### src/rtl/shift_frame_ctrl_pkg.sv
// Shared types for the serial frame controller.
// State enum, state encoding width, counter width helper.
package shift_ctrl_pkg;

    localparam int STATE_W = 2;

    typedef enum logic [STATE_W-1:0] {
        ST_IDLE  = 2'd0,
        ST_SHIFT = 2'd1,
        ST_PAR   = 2'd2,
        ST_GAP   = 2'd3
    } state_e;

    // Bits needed to hold values 0..n-1, never less than 1.
    function automatic int ctr_width(input int n);
        return (n > 1) ? $clog2(n) : 1;
    endfunction

endpackage

### src/rtl/shift_frame_ctrl_if.sv
// Producer-side handshake plus serial output bundle.
// master: producer/consumer side, slave: shift_frame_ctrl.
interface shift_frame_ctrl_if #(
    parameter int WIDTH = 8
);
    logic             in_valid;
    logic [WIDTH-1:0] in_data;
    logic             in_ready;
    logic             abort;
    logic             sout;
    logic             sout_valid;
    logic             busy;
    logic             done;

    modport master (
        output in_valid,
        output in_data,
        output abort,
        input  in_ready,
        input  sout,
        input  sout_valid,
        input  busy,
        input  done
    );

    modport slave (
        input  in_valid,
        input  in_data,
        input  abort,
        output in_ready,
        output sout,
        output sout_valid,
        output busy,
        output done
    );
endinterface

### src/rtl/shift_frame_sreg.sv
// WIDTH-bit parallel-load left-shift register, MSB out.
// Ports: clk, resetn (async clear), load_i, shift_i, data_i, msb_o.
module shift_frame_sreg #(
    parameter int WIDTH = 8
) (
    input  logic             clk,
    input  logic             resetn,
    input  logic             load_i,
    input  logic             shift_i,
    input  logic [WIDTH-1:0] data_i,
    output logic             msb_o
);

    logic [WIDTH-1:0] sreg_q;

    always_ff @(posedge clk or negedge resetn) begin
        if (!resetn) begin
            sreg_q <= '0;
        end else if (load_i) begin
            sreg_q <= data_i;
        end else if (shift_i) begin
            sreg_q <= {sreg_q[WIDTH-2:0], 1'b0};
        end
    end

    assign msb_o = sreg_q[WIDTH-1];

endmodule

### src/rtl/shift_frame_ctrl.sv
// Serializes parallel words MSB first with done pulse and idle gap.
// Ports: clk, resetn, bus (slave). Optional SHIFT_CTRL_PARITY_EN.
module shift_frame_ctrl
    import shift_ctrl_pkg::*;
#(
    parameter int WIDTH = 8,
    parameter int GAP   = 1
) (
    input  logic                clk,
    input  logic                resetn,
    shift_frame_ctrl_if.slave   bus
);

    localparam int CW = ctr_width(WIDTH);
    localparam int GW = ctr_width(GAP + 1);
    localparam logic [CW-1:0] CNT_LD = CW'(WIDTH - 1);
    localparam logic [GW-1:0] GAP_LD =
        (GAP > 0) ? GW'(GAP - 1) : '0;

    state_e          state_q;
    logic [CW-1:0]   cnt_q;
    logic [GW-1:0]   gap_q;
    logic            sout_q;
    logic            vld_q;
    logic            done_q;
`ifdef SHIFT_CTRL_PARITY_EN
    logic            par_q;
`endif

    logic accept;
    logic kill;
    logic last_bit;
    logic eof;
    logic sh_en;
    logic next_bit;

    assign bus.in_ready = (state_q == ST_IDLE) && !bus.abort && resetn;
    assign accept       = bus.in_valid && bus.in_ready;
    assign kill         = bus.abort && (state_q != ST_IDLE);
    assign last_bit     = (state_q == ST_SHIFT) && (cnt_q == '0);

`ifdef SHIFT_CTRL_PARITY_EN
    assign eof = !kill && (state_q == ST_PAR);
`else
    assign eof = !kill && last_bit;
`endif

    assign sh_en = (state_q == ST_SHIFT) && (cnt_q != '0) && !kill;

    // Loaded pre-shifted so the MSB is always the next bit to send;
    // the first bit goes straight from in_data into sout_q.
    shift_frame_sreg #(
        .WIDTH (WIDTH)
    ) u_sreg (
        .clk     (clk),
        .resetn  (resetn),
        .load_i  (accept),
        .shift_i (sh_en),
        .data_i  ({bus.in_data[WIDTH-2:0], 1'b0}),
        .msb_o   (next_bit)
    );

    always_ff @(posedge clk or negedge resetn) begin
        if (!resetn) begin
            state_q <= ST_IDLE;
            cnt_q   <= '0;
            gap_q   <= '0;
            sout_q  <= 1'b0;
            vld_q   <= 1'b0;
            done_q  <= 1'b0;
`ifdef SHIFT_CTRL_PARITY_EN
            par_q   <= 1'b0;
`endif
        end else begin
            done_q <= 1'b0;
            if (kill) begin
                state_q <= ST_IDLE;
                cnt_q   <= '0;
                gap_q   <= '0;
                sout_q  <= 1'b0;
                vld_q   <= 1'b0;
            end else if (eof) begin
                sout_q <= 1'b0;
                vld_q  <= 1'b0;
                done_q <= 1'b1;
                cnt_q  <= '0;
                if (GAP > 0) begin
                    state_q <= ST_GAP;
                    gap_q   <= GAP_LD;
                end else begin
                    state_q <= ST_IDLE;
                end
            end else begin
                case (state_q)
                    ST_IDLE: begin
                        if (accept) begin
                            state_q <= ST_SHIFT;
                            cnt_q   <= CNT_LD;
                            sout_q  <= bus.in_data[WIDTH-1];
                            vld_q   <= 1'b1;
`ifdef SHIFT_CTRL_PARITY_EN
                            par_q   <= ^bus.in_data;
`endif
                        end
                    end
                    ST_SHIFT: begin
`ifdef SHIFT_CTRL_PARITY_EN
                        if (last_bit) begin
                            sout_q  <= par_q;
                            state_q <= ST_PAR;
                        end else begin
                            cnt_q  <= cnt_q - 1'b1;
                            sout_q <= next_bit;
                        end
`else
                        cnt_q  <= cnt_q - 1'b1;
                        sout_q <= next_bit;
`endif
                    end
                    ST_GAP: begin
                        if (gap_q == '0) begin
                            state_q <= ST_IDLE;
                        end else begin
                            gap_q <= gap_q - 1'b1;
                        end
                    end
                    default: begin
                        state_q <= ST_IDLE;
                    end
                endcase
            end
        end
    end

    assign bus.sout       = sout_q;
    assign bus.sout_valid = vld_q;
    assign bus.done       = done_q;
    assign bus.busy       = (state_q != ST_IDLE);

endmodule
### src/flat_wrapper.sv
// flat-port wrapper written by rule: the top's interface ports become plain ports
module shift_frame_ctrl_flat import shift_ctrl_pkg::*;
#(
    parameter int WIDTH = 8,
    parameter int GAP   = 1
)
  (clk, resetn, bus_in_valid, bus_in_data, bus_abort, bus_in_ready, bus_sout, bus_sout_valid, bus_busy, bus_done);
  shift_frame_ctrl_if #(.WIDTH(WIDTH)) bus_i ();
  input  logic clk;
  input  logic resetn;
  input wire logic [$bits(bus_i.in_valid)-1:0] bus_in_valid;
  input wire logic [$bits(bus_i.in_data)-1:0] bus_in_data;
  input wire logic [$bits(bus_i.abort)-1:0] bus_abort;
  output wire logic [$bits(bus_i.in_ready)-1:0] bus_in_ready;
  output wire logic [$bits(bus_i.sout)-1:0] bus_sout;
  output wire logic [$bits(bus_i.sout_valid)-1:0] bus_sout_valid;
  output wire logic [$bits(bus_i.busy)-1:0] bus_busy;
  output wire logic [$bits(bus_i.done)-1:0] bus_done;
  assign bus_i.in_valid = bus_in_valid;
  assign bus_i.in_data = bus_in_data;
  assign bus_i.abort = bus_abort;
  assign bus_in_ready = bus_i.in_ready;
  assign bus_sout = bus_i.sout;
  assign bus_sout_valid = bus_i.sout_valid;
  assign bus_busy = bus_i.busy;
  assign bus_done = bus_i.done;
  shift_frame_ctrl #(.WIDTH(WIDTH), .GAP(GAP)) u_core (.clk(clk), .resetn(resetn), .bus(bus_i));
endmodule
### config.mk
export PLATFORM = sky130hd
export DESIGN_NAME = shift_frame_ctrl_flat
export DESIGN_NICKNAME = d
export VERILOG_FILES = /design/src/rtl/shift_frame_ctrl_pkg.sv /design/src/rtl/shift_frame_ctrl_if.sv /design/src/rtl/shift_frame_sreg.sv /design/src/rtl/shift_frame_ctrl.sv /design/src/flat_wrapper.sv
export SDC_FILE = /design/constraint.sdc
export NUM_CORES = 1
export LEC_CHECK = 0
export ABC_AREA = 1
export BUFFER_PORTS_ARGS = -buffer_cell sky130_fd_sc_hd__buf_2
export CAP_MARGIN = 20
export CORE_MARGIN = 10
export CORE_UTILIZATION = 57
export DETAILED_ROUTE_END_ITERATION = 10
export PLACE_DENSITY_LB_ADDON = 0.08
export SETUP_SLACK_MARGIN = 0.05
export SLEW_MARGIN = 20
export SYNTH_ARGS = -nofsm -noshare
export SYNTH_HDL_FRONTEND = slang
export SYNTH_SLANG_ARGS = --single-unit
### constraint.sdc
create_clock -name clk -period 1.8 [get_ports clk]
set_input_delay 0.36 -clock clk [delete_from_list [all_inputs] [get_ports clk]]
set_output_delay 0.36 -clock clk [all_outputs]
set_load 0.005 [all_outputs]
Word-level counts from Yosys, hierarchy flattened
Cells that the tools add are included.
- add/sub/neg operators: 2
- equal/unequal tests: 5
- mux-type cells: 25
- reductions and logical operators: 22
- operators with widths (kind ; count):
    two-way mux 8 bit ; 2
    two-way mux 1 bit ; 13
    nonzero test 3 bit ; 4
    two-way mux 3 bit ; 3
    logical AND 1 bit ; 8
    two-way mux 2 bit ; 4
    case mux 2 bit (3 select lines) ; 1
    case mux 3 bit (2 select lines) ; 1
    != test 4 x 1 -> 1 bit, second input constant ; 1
    != test 4 bit, second input constant ; 1
    AND reduction 2 bit ; 2
    nonzero test 2 bit ; 2
    nonzero test 4 bit ; 1
    zero test 3 bit ; 1
    != test 3 x 1 -> 1 bit, second input constant ; 1
    AND reduction 3 bit ; 1
    subtractor 3 x 1 -> 3 bit, second input constant ; 1
    equality test 2 x 1 -> 1 bit, second input constant ; 1
    equality test 2 bit, second input constant ; 1
    zero test 1 bit ; 2
    zero test 2 bit ; 1
    case mux 1 bit (2 select lines) ; 1
    subtractor 1 bit, second input constant ; 1
- register bits: 17
- bits of input ports: 12
- output and inout bits: 5
- logic and storage cells: 61

Longest topological paths before layout
Gate-level depths: netlist of run 1.
- depth in word-level cells: 8
- depth in mapped cells: 9
- depth with buffers taken out: 9

Modules after synthesis
A second synthesis of run 1 with hierarchy kept.
- cells, all modules: 115
- area total of the unflattened synthesis: 870.8 µm²
- by module, submodules not included (module ; instances ; cells an instance ; area each (µm²) ; sequential area each (µm²)):
    shift_frame_ctrl ; 1 ; 72 ; 494.2 ; 200.2
    shift_frame_sreg ; 1 ; 43 ; 376.6 ; 200.2

Worst setup path before layout of run 1
OpenSTA, ideal clock, no wires.
- path kind: reg-to-output
- start point: register u_core.state_q[1]
- end point: output port bus_in_ready
- arrival: 0.821 ns
- required time: 1.440 ns
- path slack: 0.619 ns
- stages on the path, launching flop included: 4
- buffers on the path: 0
- cells stage by stage: dfrtp_1 -> nor2_4 -> inv_4 -> nor2_4
- cells in the longest elaborated chain, start to end: 3
- ends and longest elaborated chain (what ; line ; RTL):
    start: declaration ; shift_frame_ctrl.sv:20 ; state_e state_q;
    start signal: assignment ; shift_frame_ctrl.sv:65 ; state_q <= ST_IDLE;
    start signal: assignment ; shift_frame_ctrl.sv:77 ; state_q <= ST_IDLE;
    start signal: assignment ; shift_frame_ctrl.sv:88 ; state_q <= ST_GAP;
    zero test 2 bit ; shift_frame_ctrl.sv:37 ; assign bus.in_ready = (state_q == ST_IDLE) && !bus.abort && resetn;
    logical AND 1 bit (2 in series) ; shift_frame_ctrl.sv:37 ;
    end: declaration ; flat_wrapper.sv:14 ; output wire logic [$bits(bus_i.in_ready)-1:0] bus_in_ready;
No other way between the ends.

Worst setup path in the final report of run 1
Ends and elaborated chain as after synthesis.

==> impl_results.rst, run 1 <==
.. list-table::
   :header-rows: 1

   * - Metric
     - Value
   * - Status
     - finished clean
   * - R2r worst-path depth
     - 8
   * - Post-detail-place hpwl
     - 1510 um
   * - Antenna Violating Nets Remaining
     - 0
   * - Y dimension of the die
     - between 50 and 60 um
   * - Detailed Routing Iterations Pass 1
     - 4
   * - Number of distinct library cell variants in the gate-level netlist after synthesis
     - 18
   * - Max-Slew Margin vs Limit
     - 79.6%
   * - Type of origin of the critical path
     - flop
   * - Class of the tightest hold or removal check
     - in2async
   * - Inserted Diodes
     - 0
   * - Routed WL per cell
     - 12.1 um
   * - Placement row count
     - 14
   * - TritonCTS clock tree
     - built
   * - Pin count of the biggest net entering global routing
     - 15
   * - Standby leakage power
     - 0.000611 uW
   * - Global-route wire length before repair
     - ~3100 um
   * - Core box area
     - approximately 1500 um2
   * - Global placer's final weighted congestion
     - 0.796
   * - Arr. time, crit path
     - 1300 ps
   * - Startpoint of the lowest-slack register-to-register path
     - u_core.cnt_q[0]
   * - Violation count after the first detailed-route iteration
     - 9
   * - Clock latency on the worst-skew pair
     - approximately 280 ps
   * - TNS Setup
     - 0 ps
   * - # IOs
     - 17
   * - Total of warnings raised by yosys
     - 0
   * - Maximum clock frequency
     - 0.601 GHz
   * - Worst vdd rail ir drop
     - 0.799 mV
   * - DRC violations left
     - 0
   * - Area occupied by multi-input gates
     - 380 um2
   * - Post-Syn Nets
     - 134
   * - # Post-CTS Setup Buffers
     - 0
   * - Synthesis-to-finish area growth
     - 15.9%
   * - Post-synth top area cell
     - dfrtp_1
   * - Slew of the pin with the lowest slew margin
     - between 300 and 400 ps
   * - Number of sinks on the clock net
     - 15
   * - Buffer type at the clock tree root
     - clkbuf_4
   * - Layout net count
     - approximately 160
   * - MaxCap Viol Count
     - 0
   * - CP Capture Type
     - primary output
   * - Reg-to-reg setup timing slack
     - ~480 ps
   * - Total routed wirelength
     - 1900 um
   * - Crit Path Category
     - reg2out
   * - Crit Path Max Fanout
     - 8
   * - Die Wd
     - about 60 um
   * - Total count of hold-check failures in the final report
     - 0
   * - Final critical-path required period
     - 1660 ps
   * - Port Buffers
     - 16
   * - Final setup vio count
     - 0
   * - Vias/cell
     - between 4 and 5
   * - Power Density
     - approximately 1200 nW/um2
   * - Area enclosed by the die boundary
     - 3500 um2
   * - Max-slew violation total from the final report
     - 0
   * - Clock slew at the register clock pins of the worst setup and hold paths
     - 80 ps
   * - Overflow after GRT
     - 0
   * - Yosys reg bits
     - 15
   * - Filler cells
     - 138
   * - Total global-route track usage
     - 11.6%
   * - Register area share after synthesis
     - a little over two fifths
   * - Starting utilization of the core area
     - 59.5%
   * - Cell Area, Synth
     - between 800 and 900 um2
   * - Initial antenna violation count
     - 0
   * - Deepest level of the CTS H-tree
     - 1
   * - Final worst clock skew
     - around 0.86 ps
   * - Hold buffers post-CTS
     - 1
   * - Layout cell share with drive strength beyond 1
     - 22.7%
   * - RSZ-0062 raised after global routing
     - no
   * - Synthesized netlist cell count
     - 120
   * - Vias in the first global route
     - just under 800
   * - Maximum count of clock buffers along a single path
     - 2
   * - Vias after detailed routing
     - 780
   * - Overall power of the completed layout
     - 1220 uW
   * - Synth top area cells
     - dfrtp_1 (43%), nand2_1 (16%), inv_1 (12%)
   * - Yosys top cell area share
     - 42.9%
   * - Post-route fraction of the period consumed by the critical path
     - between 90% and 100%
   * - Post-synthesis area per instance
     - 7.30 um2
   * - Reg2Reg Capture Point
     - u_core.u_sreg.sreg_q[4]
   * - Data required time at the worst endpoint
     - 1440 ps
   * - TritonCTS Buffers
     - 3
   * - Number of gates resized after CTS
     - 0
   * - Register area
     - 375 um2
==> through the flow <==
| stage | hold slack (ps) | instance area [um2] | instances | setup slack [ps] | util, % |
|---|---|---|---|---|---|
| floorplan | 64.4 | 876 | 120 | 619 | - |
| global placement | 161 | 978 | 152 | 473 | 66.5 |
| detailed placement | 162 | 978 | 152 | 441 | 66.5 |
| CTS | 52.6 | 1010 | 157 | 128 | 69.0 |
| global route | 57.4 | 1010 | 157 | 81.4 | 69.0 |
| finish | 56.5 | 1010 | 157 | 137 | 69.0 |
==> critical path, cell delays in order, from the launching register on <==
cell and delay, ps:
dfrtp_1 460, nor2_4 260, inv_4 80, nor2_4 100, buf_2 120
==> how the worst max path moves through the flow <==
stage | startpoint | end | slack (ps) | cells after the start
floorplan | u_core.state_q[1] | bus_in_ready | 620 | 3
global placement | u_core.state_q[1] | bus_in_ready | 470 | 4
detailed placement | bus_abort | u_core.u_sreg.sreg_q[4] | 440 | 7
CTS | u_core.state_q[1] | bus_in_ready | 130 | 4
global route | u_core.state_q[1] | bus_in_ready | 80 | 4
finish | u_core.state_q[1] | bus_in_ready | 140 | 4
==> flip-flops by register name, indices dropped and copies added, names as in the netlist <==
register and count:
u_core.bus.sout_valid 1, u_core.cnt_q 3, u_core.bus.done 1, u_core.bus.sout 1, u_core.u_sreg.sreg_q 7, u_core.state_q 2
==> cell type report <==
cell class                 instances  area share [%]
multi-input combinational         74            37.5
inverter                          30            11.3
tap                               16            1.97
sequential                        15            37.0
timing repair buffer              18            9.62
clock buffer                       4            2.59
==> synth_stat cells <==
cell type and count:
nor2_4 3, inv_2 2, nand2_2 1, nand2_4 1, ha_1 2, buf_2 1
nand4_1 6, a21oi_1 3, dfrtp_1 15, nor2_1 6, nand3_1 3, nand2_1 37
nor2_2 2, o21ai_0 7, inv_1 27, nand3_2 2, inv_4 1, nand3b_1 1
==> power by group <==
part           internal, uW  switching, uW  leakage [uW]
clock network          86.0            102     0.0000150
registers               473           74.9      0.000188
logic                   183            301      0.000409
==> routing by layer <==
layer  up-vias  global-route usage [%]  wire, um
li1        405                       -         -
met1       354                    12.1       837
met2        15                    19.9       917
met3         6                    3.22        99
met5         -                       0         0
met4         0                    6.89        46
==> cell families (layout without fill, tap and decap cells) <==
group	after synthesis	count (layout)	share of synthesized area (%)
compound gates	10	10	5.71
flops	15	15	42.9
buf+inv	31	52	13.7
simple gates	62	62	34.9
fa+ha+maj	2	2	2.86
==> layout by cell type, fill, tap and decap left out <==
| cell type | synthesis | layout |
|---|---|---|
| nand3b_1 | 1 | 1 |
| buf_2 | 1 | 16 |
| nand2_1 | 37 | 37 |
| clkbuf_4 | 0 | 3 |
| o21ai_0 | 7 | 7 |
| dfrtp_1 | 15 | 15 |
| a21oi_1 | 3 | 3 |
| nand3_2 | 2 | 2 |
| nand2_2 | 1 | 1 |
| inv_1 | 27 | 27 |
| dlygate4sd3_1 | 0 | 1 |
| nor2_1 | 6 | 6 |
| nand3_1 | 3 | 3 |
| nor2_4 | 3 | 3 |
| inv_2 | 2 | 2 |
| nor2_2 | 2 | 2 |
| inv_4 | 1 | 1 |
| clkbuf_1 | 0 | 1 |
| nand2_4 | 1 | 1 |
| buf_4 | 0 | 1 |
| nand4_1 | 6 | 6 |
| ha_1 | 2 | 2 |
Power figures use the tool's default switching activity.
==> run 2: changes to the inputs <==
--- a/config.mk
+++ b/config.mk
@@ -11,9 +11,10 @@
 export CORE_MARGIN = 10
 export CORE_UTILIZATION = 57
 export DETAILED_ROUTE_END_ITERATION = 10
+export GPL_TIMING_DRIVEN = 0
 export PLACE_DENSITY_LB_ADDON = 0.08
 export SETUP_SLACK_MARGIN = 0.05
-export SLEW_MARGIN = 20
+export SLEW_MARGIN = 10
 export SYNTH_ARGS = -nofsm -noshare
 export SYNTH_HDL_FRONTEND = slang
 export SYNTH_SLANG_ARGS = --single-unit
==> run 2 against run 1 <==
Count of clock-buffer cells in the layout is the same. Via count up 1.3%. Wire length shrank 1.5%. Core utilization is 1.0 points higher. Largest power group unchanged.
==> impl_results.rst, run 2 (same netlist as run 1, synthesis figures left out) <==
.. list-table::
   :header-rows: 1

   * - Metric
     - Value
   * - Commonest cells after routing, fill and taps aside
     - nand2_1 (37), inv_1 (27), buf_2 (16), dfrtp_1 (15), o21ai_0 (7)
   * - Core box area
     - 1470 um2
   * - Synthesis-to-finish area growth
     - 17.6%
   * - Clock slew at the register clock pins of the worst setup and hold paths
     - around 80 ps
   * - Antenna Violating Nets Remaining
     - 0
   * - CP Capture Type
     - primary output
   * - Stage delay of the slowest cell on the critical path
     - 470 ps
   * - Port Buffers
     - 15
   * - Number of sinks on the clock net
     - 15
   * - Layout net count
     - 158
   * - Class of the tightest hold or removal check
     - in2reg
   * - Placement row count
     - 14
   * - Violation count after the first detailed-route iteration
     - 6
   * - Largest Register
     - u_core.u_sreg.sreg_q
   * - # IOs
     - 17
   * - Vias after detailed routing
     - between 700 and 800
   * - Area enclosed by the die boundary
     - 3500 um2
   * - Deepest level of the CTS H-tree
     - 1
   * - Post-detail-place hpwl
     - around 1400 um
   * - Flip-flop count of the largest register, all copies and words added
     - 7
   * - Max-slew violation total from the final report
     - 0
   * - Clock latency on the worst-skew pair
     - about 280 ps
   * - Final standard cell utilization of the core
     - 70.0%
   * - Detailed Routing Iterations Pass 1
     - 4
   * - Global-route wire length before repair
     - approximately 3300 um
   * - Slew of the pin with the lowest slew margin
     - between 600 and 700 ps
   * - Number of gates resized after CTS
     - 0
   * - TNS Setup
     - 0 ps
   * - Die Wd
     - between 50 and 60 um
   * - Worst setup timing slack at the placement stage
     - 162 ps
   * - RSZ-0062 raised after global routing
     - no
   * - Standby leakage power
     - 0.000620 uW
   * - Worst vdd rail ir drop
     - 0.733 mV
   * - DRC violations left
     - 0
   * - Global placer's final weighted congestion
     - 0.767
   * - Fin worst setup slack
     - 171 ps
   * - Data required time at the worst endpoint
     - 1440 ps
   * - Total global-route track usage
     - 11.9%
   * - Crit Path Max Fanout
     - 6
   * - Final critical-path required period
     - 1630 ps
   * - Total routed wirelength
     - 1870 um
   * - Starting utilization of the core area
     - just under 60%
   * - Status
     - finished clean
   * - Power Density
     - ~1200 nW/um2
   * - Maximum clock frequency
     - 0.614 GHz
   * - Vias in the first global route
     - 756
   * - Routed WL per cell
     - 11.8 um
   * - Number of placed instances, taps included
     - about 150
   * - TritonCTS clock tree
     - built
   * - Max-Slew Margin vs Limit
     - 53.2%
   * - Series of cell instances along the critical path
     - nor2_4 -> inv_4 -> nor2_4 -> buf_2
   * - Y dimension of the die
     - between 50 and 60 um
   * - Cell with the most instances on the worst path
     - nor2_4
   * - Initial antenna violation count
     - 0
   * - Final worst clock skew
     - 1.10 ps
   * - Biggest regs
     - u_core.u_sreg.sreg_q (7), u_core.cnt_q (3), u_core.state_q (2)
   * - Arr. time, crit path
     - 1270 ps
   * - Commonest non-fill, non-tap cell in the layout
     - nand2_1
   * - Pin count of the biggest net entering global routing
     - 16
   * - Buffer type at the clock tree root
     - clkbuf_4
   * - Layout cell share with drive strength beyond 1
     - 23.8%
   * - Total count of hold-check failures in the final report
     - 0
   * - Vias/cell
     - 4.97
   * - Min Hold Slack
     - 318 ps
   * - Final setup vio count
     - 0
   * - Inserted Diodes
     - 0
   * - Overflow after GRT
     - 0
   * - Critical path's slowest cell
     - dfrtp_1
   * - TritonCTS Buffers
     - 3
   * - Filler cells
     - between 100 and 150
   * - Register area
     - 375 um2
   * - Maximum count of clock buffers along a single path
     - 2
   * - Area occupied by multi-input gates
     - 380 um2
   * - Crit Path Category
     - reg2out
   * - Type of origin of the critical path
     - flop
   * - MaxCap Viol Count
     - 0
   * - Post-route fraction of the period consumed by the critical path
     - between 90 and 100%
   * - Final cell count without fillers
     - 159
[run 2: per-stage QoR]
step | total power (uW) | instance area, um2
2_1_floorplan | 895 | 876
3_3_place_gp | 1020 | 971
3_5_place_dp | 1040 | 971
4_1_cts | 1240 | 1010
5_1_grt | 1370 | 1030
6_report | 1250 | 1030
[run 2: final timing paths]
kind	cells past startpoint	slack, ps	startpoint	endpoint
min	3	320	bus_in_data[0]	u_core.u_sreg.sreg_q[1]
min in group asynchronous	2	690	resetn	u_core.state_q[0]
min reg2reg	2	480	u_core.bus.sout	u_core.bus.sout
max reg2reg	7	460	u_core.state_q[1]	u_core.u_sreg.sreg_q[2]
max in group asynchronous	2	670	resetn	u_core.bus.sout
max	4	170	u_core.state_q[1]	bus_in_ready
[run 2: metal layers]
layer | wire length, um | GRT usage [%] | share of wire, %
met1 | 882 | 14.9 | 47
met2 | 875 | 17.5 | 47
met3 | 89 | 4.08 | 4.8
met4 | 25 | 5.90 | 1.3
met5 | 0 | 0 | 0
[run 2: timing repair]
action | 4_1_cts | 5_1_grt
hold endpoints to repair | 15 | 0
setup buffers | 0 | 3
hold buffers | 1 | 0
endpoints found under the setup margin | 0 | 1
[run 2: worst max-delay path: cells and delay by family (launching register included)]
kind                   cells  cell delay [ps]
buffers and inverters      2              200
and+or+nand+nor            2              310
DFF                        1              470
[run 2: area by class of cell]
cell class | count | share of cell area (%)
Buffer | 1 | 0.486
Clock buffer | 4 | 2.55
Inverter | 30 | 11.2
Multi-Input combinational cell | 74 | 36.9
Sequential cell | 15 | 36.5
Tap cell | 16 | 1.94
Timing Repair Buffer | 19 | 10.4
[run 2: power breakdown]
| part | switching, uW | internal, uW |
|---|---|---|
| clock | 103 | 86.0 |
| combinational | 306 | 204 |
| sequential | 75.2 | 473 |
| total | 485 | 763 |
